===== config.mk =====
export PLATFORM = sky130hd
export DESIGN_NAME = lvds_serial_tx
export DESIGN_NICKNAME = d
export VERILOG_FILES = /design/src/rtl/lvds_tx_pkg.sv /design/src/rtl/cmos_to_lvds.sv /design/src/rtl/lvds_serial_tx.sv
export SDC_FILE = /design/constraint.sdc
export NUM_CORES = 1
export LEC_CHECK = 0
export CAP_MARGIN = 25
export CORE_MARGIN = 4
export CORE_UTILIZATION = 34
export DETAILED_ROUTE_END_ITERATION = 6
export PLACE_DENSITY = 0.64
export SLEW_MARGIN = 10
export SYNTH_ARGS = -nofsm -noshare
export SYNTH_HDL_FRONTEND = slang
export SYNTH_SLANG_ARGS = --single-unit
export TNS_END_PERCENT = 30

===== constraint.sdc =====
create_clock -name clock -period 2.1 [get_ports clock]
set_input_delay 0.21 -clock clock [delete_from_list [all_inputs] [get_ports clock]]
set_output_delay 0.21 -clock clock [all_outputs]
set_load 0.1 [all_outputs]

===== src/rtl/lvds_tx_pkg.sv =====
// Shared types and sizing helpers for the LVDS serial transmitter.
package lvds_tx_pkg;

  typedef enum logic {
    IDLE  = 1'b0,
    SHIFT = 1'b1
  } tx_state_e;

  // Bit-counter width; a 2-bit word still needs one counter bit.
  function automatic int cnt_w(input int dw);
    return (dw <= 2) ? 1 : $clog2(dw);
  endfunction

endpackage


===== src/rtl/cmos_to_lvds.sv =====
// Single-ended to differential output buffer, one pair per bus bit (p = in, n = ~in).
module cmos_to_lvds #(
  parameter int    BUS_WIDTH  = 1,
  parameter string IOSTANDARD = "DEFAULT"
) (
  input  logic [BUS_WIDTH-1:0] din_i,
  output logic [BUS_WIDTH-1:0] dout_p_o,
  output logic [BUS_WIDTH-1:0] dout_n_o
);

  // The behavioural pair model only stands in for the default pad standard.
  if (IOSTANDARD != "DEFAULT") begin : g_bad_std
    $error("cmos_to_lvds: unsupported IOSTANDARD");
  end

  for (genvar b = 0; b < BUS_WIDTH; b++) begin : g_pair
    assign dout_p_o[b] = din_i[b];
    assign dout_n_o[b] = ~din_i[b];
  end

endmodule


===== src/rtl/lvds_serial_tx.sv =====
// LVDS transmit serializer: valid/ready word intake, one bit per clock on the data
// pair, frame pair high on the first bit of each word; back-to-back words run gapless.
module lvds_serial_tx
  import lvds_tx_pkg::*;
#(
  parameter int   DATA_WIDTH = 8,
  parameter bit   MSB_FIRST  = 1'b1,
  parameter logic IDLE_BIT   = 1'b0
) (
  input  logic                  clock,
  input  logic                  reset_n,
  input  logic [DATA_WIDTH-1:0] tx_data,
  input  logic                  tx_valid,
  output logic                  tx_ready,
  output logic                  busy,
  output logic                  data_s,
  output logic                  frame_s,
  output logic                  data_p,
  output logic                  data_n,
  output logic                  frame_p,
  output logic                  frame_n
);

  if (DATA_WIDTH < 2 || DATA_WIDTH > 32) begin : g_bad_width
    $error("lvds_serial_tx: DATA_WIDTH must be 2..32");
  end

  localparam int          CW   = cnt_w(DATA_WIDTH);
  localparam logic [CW-1:0] LAST = CW'(DATA_WIDTH - 1);

  tx_state_e             state_q, state_d;
  logic [CW-1:0]         cnt_q, cnt_d;
  logic [DATA_WIDTH-1:0] sh_q, sh_d;
  logic                  last_bit, accept;

  assign last_bit = (state_q == SHIFT) && (cnt_q == LAST);
  assign tx_ready = (state_q == IDLE) || last_bit;
  assign accept   = tx_valid && tx_ready;

  always_comb begin
    state_d = state_q;
    cnt_d   = cnt_q;
    sh_d    = sh_q;
    if (accept) begin
      state_d = SHIFT;
      cnt_d   = '0;
      sh_d    = tx_data;
    end else if (state_q == SHIFT) begin
      if (last_bit) begin
        state_d = IDLE;
        cnt_d   = '0;
      end else begin
        cnt_d = cnt_q + CW'(1);
      end
      // The bit on the lane is always at the outgoing end of the shift register.
      sh_d = MSB_FIRST ? {sh_q[DATA_WIDTH-2:0], 1'b0} : {1'b0, sh_q[DATA_WIDTH-1:1]};
    end
  end

  always_ff @(posedge clock or negedge reset_n) begin
    if (!reset_n) begin
      state_q <= IDLE;
      cnt_q   <= '0;
      sh_q    <= '0;
    end else begin
      state_q <= state_d;
      cnt_q   <= cnt_d;
      sh_q    <= sh_d;
    end
  end

  assign busy    = (state_q == SHIFT);
  assign data_s  = busy ? (MSB_FIRST ? sh_q[DATA_WIDTH-1] : sh_q[0]) : IDLE_BIT;
  assign frame_s = busy && (cnt_q == '0);

  logic [1:0] pad_p, pad_n;

  cmos_to_lvds #(
    .BUS_WIDTH (2),
    .IOSTANDARD("DEFAULT")
  ) u_obuf (
    .din_i   ({frame_s, data_s}),
    .dout_p_o(pad_p),
    .dout_n_o(pad_n)
  );

  assign data_p  = pad_p[0];
  assign data_n  = pad_n[0];
  assign frame_p = pad_p[1];
  assign frame_n = pad_n[1];

endmodule


# After elaboration in Yosys (flattened, before gate mapping)
# Cells that the tools add are included.
[totals] regBits=12 latchBits=0 ram_bits=0 rom_bits=0 inputBits=11 out_inout_bits=8 wordCells=23 n_memories=0
[op_classes] n_addsub=1 mul=0 div=0 magnitude_cmp=0 eq_ne=1 shifts=0 muxes=9 n_bitwise=3 reduce_logical=6
[op_table] operator="8-bit two-way mux" count=2
[op_table] operator="3-bit two-way mux" count=3
[op_table] operator="1-bit two-way mux" count=4
[op_table] operator="3-bit by 1-bit adder with 3-bit output (second input constant)" count=1
[op_table] operator="3-bit == test (second input constant)" count=1
[op_table] operator="1-bit logical AND" count=3
[op_table] operator="3-bit zero test" count=1
[op_table] operator="1-bit NOT" count=3
[op_table] operator="2-bit nonzero test" count=1
[op_table] operator="1-bit logical OR" count=1

# Depth between registers and ports, before layout
# Gate-level depths: netlist of the first run.
[depth] word_depth=5 ltp_mapped=6

# Modules after synthesis
# From an unflattened synthesis of the first run, not the netlist that was laid out.
[unflattened] cells_unflattened=70 hier_area_um2=675.6
[modules_own_cells] mod="lvds_serial_tx" instances=1 cells_each=66 area_each_um2=653.1
[modules_own_cells] mod="cmos_to_lvds" instances=1 cells_each=4 area_each_um2=22.5

# Worst setup path after synthesis of the first run
# No wires, ideal clock.
[synth_path] path_kind="register -> output" from="register state_q (netlist: busy)" to="output port data_s" t_arrival_ns=3.158 required_ns=1.890 slack_ns=-1.268 path_stages_with_launch=6 n_path_buf=3 cell_sequence="dfrtp_1 > buf_6 > buf_8 > nand2_1 > inv_1 > buf_4"
[synth_via] elab_chain_len=1
[synth_rtl] item="from (decl)" line="lvds_serial_tx.sv:31" rtl="tx_state_e state_q, state_d;"
[synth_rtl] item="from (signal assigned)" line="lvds_serial_tx.sv:66" rtl="state_q <= state_d;"
[synth_rtl] item="1-bit two-way mux" line="lvds_serial_tx.sv:73" rtl="assign data_s = busy ? (MSB_FIRST ? sh_q[DATA_WIDTH-1] : sh_q[0]) : IDLE_BIT;"
[synth_rtl] item="to (decl)" line="lvds_serial_tx.sv:16" rtl="output logic data_s,"
# Every way passes these cells.

# Worst setup path in the final report of the first run
[layout_path] from="register cnt_q[0]" to="output port tx_ready"
[layout_via] elab_chain_len=3
[layout_rtl] item="from (decl)" line="lvds_serial_tx.sv:32" rtl="logic [CW-1:0] cnt_q, cnt_d;"
[layout_rtl] item="from (signal assigned)" line="lvds_serial_tx.sv:67" rtl="cnt_q <= cnt_d;"
[layout_rtl] item="3-bit == test" line="lvds_serial_tx.sv:36" rtl="assign last_bit = (state_q == SHIFT) && (cnt_q == LAST);"
[layout_rtl] item="1-bit logical AND" line="lvds_serial_tx.sv:36"
[layout_rtl] item="1-bit logical OR" line="lvds_serial_tx.sv:37" rtl="assign tx_ready = (state_q == IDLE) || last_bit;"
[layout_rtl] item="to (decl)" line="lvds_serial_tx.sv:14" rtl="output logic tx_ready,"
# Every way passes these cells.

==> results of run 1 <==
state kept, by name, indices dropped and copies added (netlist names):
register	flops
sh_q	8
cnt_q	3
busy	1
metal layers:
layer  vias to the layer above  global-route usage, %
met1                       261                  11.65
met3                         5                  3.662
met2                        17                  19.21
met5                         -                      0
li1                        265                      -
met4                         0                  8.085
critical path, cell delays in order (launching register included):
cell and delay [ns]:
dfrtp_1 0.41, ha_1 0.21, ha_1 0.19, nand2b_1 0.23, buf_4 0.22, buf_12 0.17
cell families after synthesis:
group,Yosys count,share of synthesized area (%)
compound gates,19,25.05
fa+ha+maj,3,5.445
buf+inv,11,11.07
flops,12,43.56
simple gates,19,14.88
how the worst max path moves through the flow:
stage	start	endpoint	slack (ns)	cells past startpoint
final	cnt_q[0]	tx_ready	0.20	5
after global routing	cnt_q[0]	tx_ready	0.08	5
after CTS	cnt_q[0]	tx_ready	0.18	5
after detailed placement	cnt_q[0]	sh_q[2]	0.49	5
after global placement	cnt_q[0]	sh_q[2]	0.52	5
after floorplan	busy	frame_s	-0.29	6
cell type report:
| cell class | instances | area share, % |
|---|---|---|
| multi-input cells | 41 | 34.21 |
| clock buffers | 4 | 3.816 |
| flip-flops and latches | 12 | 31.97 |
| repair buffers | 20 | 23.68 |
| well taps | 27 | 3.553 |
| inverters | 5 | 2.763 |
through the flow:
stage | instances | util, % | setup slack (ns) | hold WS (ns)
2_1_floorplan | 64 | - | -0.2918 | -0.08559
6_report | 109 | 48.97 | 0.1968 | 0.2849
5_1_grt | 109 | 48.97 | 0.08335 | 0.3222
3_5_place_dp | 105 | 47.10 | 0.4882 | 0.5164
3_3_place_gp | 105 | 47.10 | 0.5234 | 0.5076
4_1_cts | 109 | 48.97 | 0.1803 | 0.3049
placed cells by master, fill, tap and decap left out:
cell and instances:
dfrtp_4 1, clkinvlp_4 2, nor2b_1 6, a211o_2 3, nor2_1 1, buf_4 6
nand2_4 1, buf_12 4, clkbuf_4 3, clkbuf_8 1, o22ai_1 1, o21a_1 1
and2b_2 1, clkdlybuf4s50_1 10, nand2_1 4, o221a_2 7, nand2b_1 3, or2_4 1
dfrtp_1 11, inv_1 3, nand3_1 1, o21ai_0 3, a211o_1 4, ha_1 3
nand2_2 1
==> summary.md, run 1 <==
| Metric | Value |
|---|---|
| Fin. max-slew vios | `0` |
| RSZ-0062 raised after global routing | `no` |
| CTS tree | `yes` |
| Wirelength, routed | `about 1.4 mm` |
| Max-cap violations | `0` |
| Reg-to-Reg Start | `cnt_q[0]` |
| Total track usage | `11.35%` |
| Initial drt markers | `3` |
| Min-delay worst type | `primary input to asynchronous set/reset pin` |
| Resized Gates After CTS | `0` |
| Post-Syn Area per Cell | `10.77 µm²` |
| Slew @ Worst Pin | `0.5353 ns` |
| Clock latency at the later pin of the worst-skew pair | `~0.27 ns` |
| Area contributors post-synth | `dfrtp_1 44%, o221a_2 11%, ha_1 5.4%` |
| Vias in the first global route | `523` |
| N_diodes | `0` |
| Leading area contributor after synthesis | `dfrtp_1` |
| DIE AREA | `0.002812 mm²` |
| Crit Path Class | `flip-flop to primary output` |
| Final Hold Viols | `0` |
| Syn_nets | `78` |
| Largest net degree at the start of global routing | `23` |
| DR WL/cell | `12.52 µm` |
| Post-synthesis cell count | `64` |
| Commonest cells in the synthesized netlist | `12 x dfrtp_1, 7 x o221a_2, 6 x nand2_1, 6 x nor2b_1, 5 x inv_1` |
| Fmax achieved | `between 500 and 600 MHz` |
| DRT antenna net count | `0` |
| Status | `completed` |
| Synth warnings | `0` |
| Sequential share of the synthesized area | `43.56%` |
| Post-synth EDFFs | `0` |
| Mapped Area | `689.4 µm²` |
| Crit Path Max Fanout | `8` |
| Gr ovfl total | `0` |
| Worst Reg-to-Reg Cells | `5` |
| Worst Skew | `0.002058 ns` |
| Starting Density | `a little over a third` |
| Sequential cell area | `304.0 µm²` |
| Fill count | `197` |
| Asr flop ratio synth | `100.0%` |
| DR DRC count | `0` |
| Vias per cell | `5.028` |
| 1st-pass router iterations | `3` |
| Design Area, Final | `950.9 µm²` |
| Crit end category | `primary output` |
| First-pass GRT wire length | `2.214 mm` |
| Reg clk slew, reported paths | `~0.070 ns` |
| Cts bufs inserted | `3` |
| CTS root buffer | `clkbuf_4` |
| Nets | `97` |
| Core area | `0.001942 mm²` |
| Worst endpoint data arrival time | `1.69 ns` |
| I/O pins | `19` |
| Internal reg-to-reg setup slack | `0.48 ns` |
| Vias post-DR | `548` |
| Post-synth top area share | `a little over two fifths` |
| Count leader, synth | `dfrtp_1` |
| Rows | `16` |
| Die height | `53.03 µm` |
| Startpoint types | `flip-flop` |
| Area growth syn-to-layout | `37.93%` |
| Post-synth top flop | `dfrtp_1` |
| Synthesized flop and latch total | `12` |
| Metal2 WL | `690 µm` |
| Metal1 wirelength | `563 µm` |
| Sink Count | `12` |
| Worst EP required | `1.89 ns` |
| Port bufs | `18` |
| Post-CTS Setup Inserts | `0` |
| Final min period | `1.903 ns` |
| Metal3 WL | `79 µm` |
| Die Wd | `53.03 µm` |
| Slew headroom | `64.20%` |
| DP Wirelength | `1.008 mm` |
| Area of the multi-input gates | `325.3 µm²` |
| Hold_buf cts | `0` |
| FF-to-FF End | `sh_q[3]` |
| Setup TNS | `0 ns` |
| CTS H-tree lvls | `1` |
| Fraction of layout cells with a size suffix above 1 | `37.80%` |
| Initial antenna violation count | `0` |
| Distinct cell type count after synthesis | `20` |
| Post-placement cell area | `914.6 µm²` |
| CTS Buffer Depth | `2` |
| Max Used Layer | `met4` |
| Crit share post-route | `90.63%` |
| Routability cong. | `roughly 0.73` |
| Final setup violation count | `0` |
Power of run 1 is not shown: default switching activity piles up to over one toggle a cycle in this logic, so the estimate is an artifact.
==> run 2: changes to the inputs <==
clock period = 2.3 ns   (was 2.1 ns; I/O delays follow)
==> summary.md, run 2 (synthesized netlist as in run 1, its figures left out) <==
| Metric | Value |
|---|---|
| Vias post-DR | `541 (was 548)` |
| N_diodes | `0 (unchanged)` |
| Die Wd | `53.03 µm (unchanged)` |
| Reg clk slew, reported paths | `0.08 ns (was 0.07 ns)` |
| Port bufs | `18 (unchanged)` |
| Total track usage | `11.93% (was 11.35%)` |
| Fraction of layout cells with a size suffix above 1 | `36.59% (was 37.80%)` |
| CTS tree | `yes (unchanged)` |
| Largest net degree at the start of global routing | `23 (unchanged)` |
| Slew @ Worst Pin | `0.5503 ns (was 0.5353 ns)` |
| I/O pins | `19 (unchanged)` |
| Status | `completed (unchanged)` |
| Core area | `0.001942 mm² (unchanged)` |
| CTS Buffer Depth | `2 (unchanged)` |
| Min-delay worst type | `primary input to asynchronous set/reset pin (unchanged)` |
| Crit share post-route | `between 80% and 90%` |
| Slew headroom | `63.20% (was 64.20%)` |
| DR WL/cell | `12.49 µm (was 12.52 µm)` |
| Resized Gates After CTS | `0 (unchanged)` |
| Most frequent CP cell | `ha_1 (unchanged)` |
| CTS root buffer | `clkbuf_4 (unchanged)` |
| Max incr delay on CP | `0.42 ns (was 0.41 ns)` |
| Fill count | `184 (was 197)` |
| 1st-pass router iterations | `4 (was 3)` |
| Cts bufs inserted | `3 (unchanged)` |
| Final Hold Viols | `0 (unchanged)` |
| First-pass GRT wire length | `2.366 mm (was 2.214 mm)` |
| Initial antenna violation count | `0 (unchanged)` |
| Commonest cells after routing, fill and taps aside | `11 x dfrtp_1, 10 x clkdlybuf4s50_1, 7 x o221a_2, 7 x buf_4, 6 x nor2b_1 (was 11 x dfrtp_1, 10 x clkdlybuf4s50_1, 7 x o221a_2)` |
| Cell chain of the critical path | `ha_1 -> ha_1 -> nand2b_1 -> buf_4 -> buf_12 (unchanged)` |
| Fmax achieved | `516.4 MHz` |
| Wirelength, routed | `1.361 mm (was 1.365 mm)` |
| Final setup violation count | `0 (unchanged)` |
| Area growth syn-to-layout | `34.66% (was 37.93%)` |
| Routability cong. | `0.7417 (was 0.7272)` |
| DRT antenna net count | `0 (unchanged)` |
| Crit end category | `primary output (unchanged)` |
| Final min period | `1.936 ns` |
| Max FFs per register | `8 (unchanged)` |
| Clock latency at the later pin of the worst-skew pair | `0.27 ns (about the same)` |
| Worst EP required | `2.07 ns (was 1.89 ns)` |
| Rows | `16 (unchanged)` |
| Vias per cell | `4.963 (was 5.028)` |
| Design Area, Final | `928.4 µm² (was 950.9 µm²)` |
| Max-cap violations | `0 (unchanged)` |
| Crit Path Max Fanout | `8 (unchanged)` |
| DP Wirelength | `984.5 µm (was 1.008 mm)` |
| Starting Density | `35.50% (unchanged)` |
| Nets | `97 (unchanged)` |
| Sink Count | `12 (unchanged)` |
| Post-placement cell area | `902.1 µm² (was 914.6 µm²)` |
| RSZ-0062 raised after global routing | `no (unchanged)` |
| Vias in the first global route | `534 (was 523)` |
| Register with the most flip-flops | `sh_q (unchanged)` |
| CTS H-tree lvls | `1 (unchanged)` |
| Most common cell after layout, fill and taps aside | `dfrtp_1 (unchanged)` |
| Critical path's slowest cell | `dfrtp_1 (unchanged)` |
| Internal reg-to-reg setup slack | `0.66 ns (was 0.48 ns)` |
| Worst endpoint data arrival time | `1.71 ns (was 1.69 ns)` |
| Crit Path Class | `flip-flop to primary output (unchanged)` |
| Gr ovfl total | `0 (unchanged)` |
| Hold_buf cts | `0 (unchanged)` |
| Die height | `53.03 µm (unchanged)` |
| Worst Skew | `0.005618 ns (was 0.002058 ns)` |
| DIE AREA | `0.002812 mm² (unchanged)` |
| Fin. max-slew vios | `0 (unchanged)` |
| DR DRC count | `0 (unchanged)` |
| Post-CTS Setup Inserts | `0 (unchanged)` |
| Initial drt markers | `12 (was 3)` |
| Startpoint types | `flip-flop (unchanged)` |
run 2: cell counts in the layout (fill, tap and decap cells not counted):
No cell type changed its count.
run 2: final timing paths:
check | from | endpoint | depth (start not counted)
worst min-delay path | reset_n | busy | 1
max in group asynchronous | reset_n | busy | 1
min in group clock | tx_data[0] | sh_q[0] | 3
worst min register to register | cnt_q[2] | cnt_q[2] | 2
worst max-delay path | cnt_q[0] | tx_ready | 5
worst max register to register | cnt_q[0] | sh_q[3] | 5
run 2: area by class of cell:
cell class              instances  area [µm²]  area share [%]
well taps                      27       33.78           3.639
inverters                       5       26.28           2.830
clock buffers                   4       26.28           2.830
multi-input cells              41       325.3           35.04
flip-flops and latches         12       304.0           32.75
repair buffers                 20       212.7           22.91
run 2: worst max-delay path, delay by kind of cell, from the launching register on:
kind | cells | cell delay, ns
adder cells (fa/ha/maj) | 2 | 0.39
flip-flops | 1 | 0.42
AND/OR/NAND/NOR | 1 | 0.23
buffers and inverters | 2 | 0.39
run 2: through the flow:
step	util, %	std cells	hold WS (ns)	TNS [ns]	worst slack (ns)
4_1_cts	47.81	109	0.3250	0	0.3483
5_1_grt	47.81	109	0.3493	0	0.2637
3_5_place_dp	46.46	105	0.5341	0	0.6767
2_1_floorplan	-	64	-0.06559	-0.1552	-0.1118
3_3_place_gp	46.46	105	0.5112	0	0.7050
6_report	47.81	109	0.3066	0	0.3637
run 2: per-layer routing:
| layer | vias to the layer above | GRT usage [%] | wire [µm] |
|---|---|---|---|
| met4 | 0 | 7.660 | 9 |
| li1 | 262 | - | - |
| met2 | 17 | 19.01 | 680 |
| met1 | 260 | 14.21 | 590 |
| met5 | - | 0 | 0 |
| met3 | 2 | 2.817 | 81 |
Power of run 2 is left out for the same reason.
==> run 3: changes to the inputs <==
PLACE_DENSITY = 0.66   (was 0.64)
clock period = 1.68 ns   (was 2.3 ns; I/O delays follow)
==> summary.md, run 3 (synthesized netlist as in run 1, its figures left out) <==
| Metric | Value |
|---|---|
| Vias per cell | `5.018 (was 4.963)` |
| Setup TNS | `0 ns (unchanged)` |
| DRT antenna net count | `0 (unchanged)` |
| Final Hold Viols | `0 (unchanged)` |
| I/O pins | `19 (unchanged)` |
| Core area | `0.001942 mm² (unchanged)` |
| Fill count | `181 (was 184)` |
| Design Area, Final | `0.001067 mm² (was 928.4 µm²)` |
| Port bufs | `18 (unchanged)` |
| DR DRC count | `0 (unchanged)` |
| Largest net degree at the start of global routing | `23 (unchanged)` |
| Most common cell after layout, fill and taps aside | `dfrtp_1 (unchanged)` |
| Max FFs per register | `8 (unchanged)` |
| Slew headroom | `62.06% (was 63.20%)` |
| Startpoint types | `flip-flop (unchanged)` |
| N_diodes | `0 (unchanged)` |
| Slew @ Worst Pin | `0.5674 ns (was 0.5503 ns)` |
| Min-delay worst type | `primary input to asynchronous set/reset pin (unchanged)` |
| Clock latency at the later pin of the worst-skew pair | `0.28 ns (was 0.27 ns)` |
| Worst endpoint data arrival time | `1.49 ns (was 1.71 ns)` |
| Worst Skew | `0.001528 ns (was 0.005618 ns)` |
| Crit Path Max Fanout | `2 (was 8)` |
| Crit end category | `primary output (unchanged)` |
| Post-place setup slack | `0.1442 ns (was 0.6767 ns)` |
| Total track usage | `12.97% (was 11.93%)` |
| First-pass GRT wire length | `2.580 mm (was 2.366 mm)` |
| Routability cong. | `0.7220 (was 0.7417)` |
| Commonest cells after routing, fill and taps aside | `11 x dfrtp_1, 10 x clkdlybuf4s50_1, 8 x buf_12 (was 11 x dfrtp_1, 10 x clkdlybuf4s50_1, 7 x o221a_2, 7 x buf_4, 6 x nor2b_1)` |
| Crit Path Class | `flip-flop to primary output (unchanged)` |
| Initial drt markers | `15 (was 12)` |
| Final min period | `1.661 ns` |
| Hold_buf cts | `0 (unchanged)` |
| Final setup violation count | `0 (unchanged)` |
| Crit share post-route | `98.84%` |
| Fraction of layout cells with a size suffix above 1 | `48.28% (was 36.59%)` |
| CTS H-tree lvls | `1 (unchanged)` |
| Reg-to-Reg Start | `cnt_q[1] (was cnt_q[0])` |
| Fmax achieved | `602.2 MHz` |
| Fin. max-slew vios | `0 (unchanged)` |
| Nets | `102 (was 97)` |
| DIE AREA | `0.002812 mm² (unchanged)` |
| CTS Buffer Depth | `2 (unchanged)` |
| 1st-pass router iterations | `4 (unchanged)` |
| Vias post-DR | `572 (was 541)` |
| RSZ-0062 raised after global routing | `yes (was no)` |
| Starting Density | `35.50% (unchanged)` |
| Status | `completed (unchanged)` |
| Reg clk slew, reported paths | `0.08 ns (about the same)` |
| Sink Count | `12 (unchanged)` |
| CTS root buffer | `clkbuf_4 (unchanged)` |
| Die Wd | `53.03 µm (unchanged)` |
| Sequential cell area | `304.0 µm² (unchanged)` |
| Max-cap violations | `0 (unchanged)` |
| Crit path launch | `cnt_q[1] (was cnt_q[0])` |
| DR WL/cell | `13.68 µm (was 12.49 µm)` |
| Die height | `53.03 µm (unchanged)` |
| CTS tree | `yes (unchanged)` |
| Initial antenna violation count | `0 (unchanged)` |
| Gr ovfl total | `0 (unchanged)` |
| Register with the most flip-flops | `sh_q (unchanged)` |
| Setup ws final | `0.01946 ns (was 0.3637 ns)` |
| DP Wirelength | `1.053 mm (was 984.5 µm)` |
| Vias in the first global route | `585 (was 534)` |
| Worst EP required | `1.51 ns (was 2.07 ns)` |
| Worst Reg-to-Reg Cells | `6 (was 5)` |
| Cts bufs inserted | `3 (unchanged)` |
| Area of the multi-input gates | `350.3 µm² (was 325.3 µm²)` |
| Post-placement cell area | `979.7 µm² (was 902.1 µm²)` |
| Wirelength, routed | `1.559 mm (was 1.361 mm)` |
| Area growth syn-to-layout | `54.81% (was 34.66%)` |
| Rows | `16 (unchanged)` |
-- run 3: worst max-delay path, stage by stage (launching register included) --
cell,delay (ns)
dfrtp_1,0.40
inv_2,0.09
ha_4,0.13
nand2_2,0.04
or2_4,0.25
clkinvlp_4,0.12
buf_12,0.18
-- run 3: worst paths after layout --
kind                             to  slack [ns]
max                         frame_p        0.02
min                            busy        0.25
max reg2reg                 sh_q[3]        0.13
min reg2reg                cnt_q[2]        0.57
max in group asynchronous      busy        1.01
min in group clock          sh_q[0]        0.47
-- run 3: cell type report --
| class | count | area share [%] |
|---|---|---|
| flip-flops and latches | 12 | 28.49 |
| clock buffers | 4 | 3.400 |
| repair buffers | 25 | 29.66 |
| inverters | 5 | 2.462 |
| well taps | 27 | 3.165 |
| multi-input cells | 41 | 32.83 |
-- run 3: timing repair --
item                       CTS  global route
buffers inserted             2             1
cloned                       0             0
pin swaps                    2             1
resized for setup            6             2
setup endpoints to repair    3             3
-- run 3: metal layers --
metal / track usage [%] / vias up / part of all wire (%)
li1: - / 275 / -
met3: 2.535 / 3 / 5.3
met5: 0 / - / 0
met2: 21.07 / 21 / 46
met1: 15.73 / 273 / 47
met4: 7.660 / 0 / 1.6
-- run 3: per-stage QoR --
stage          std cells  utilization (%)  hold WS (ns)
3_3_place_gp         107            50.45        0.5111
5_1_grt              114            54.96        0.2699
4_1_cts              113            54.45        0.2545
3_5_place_dp         107            50.45        0.5297
6_report             114            54.96        0.2492
2_1_floorplan         64                -       -0.1276
Power of run 3 is left out for the same reason.
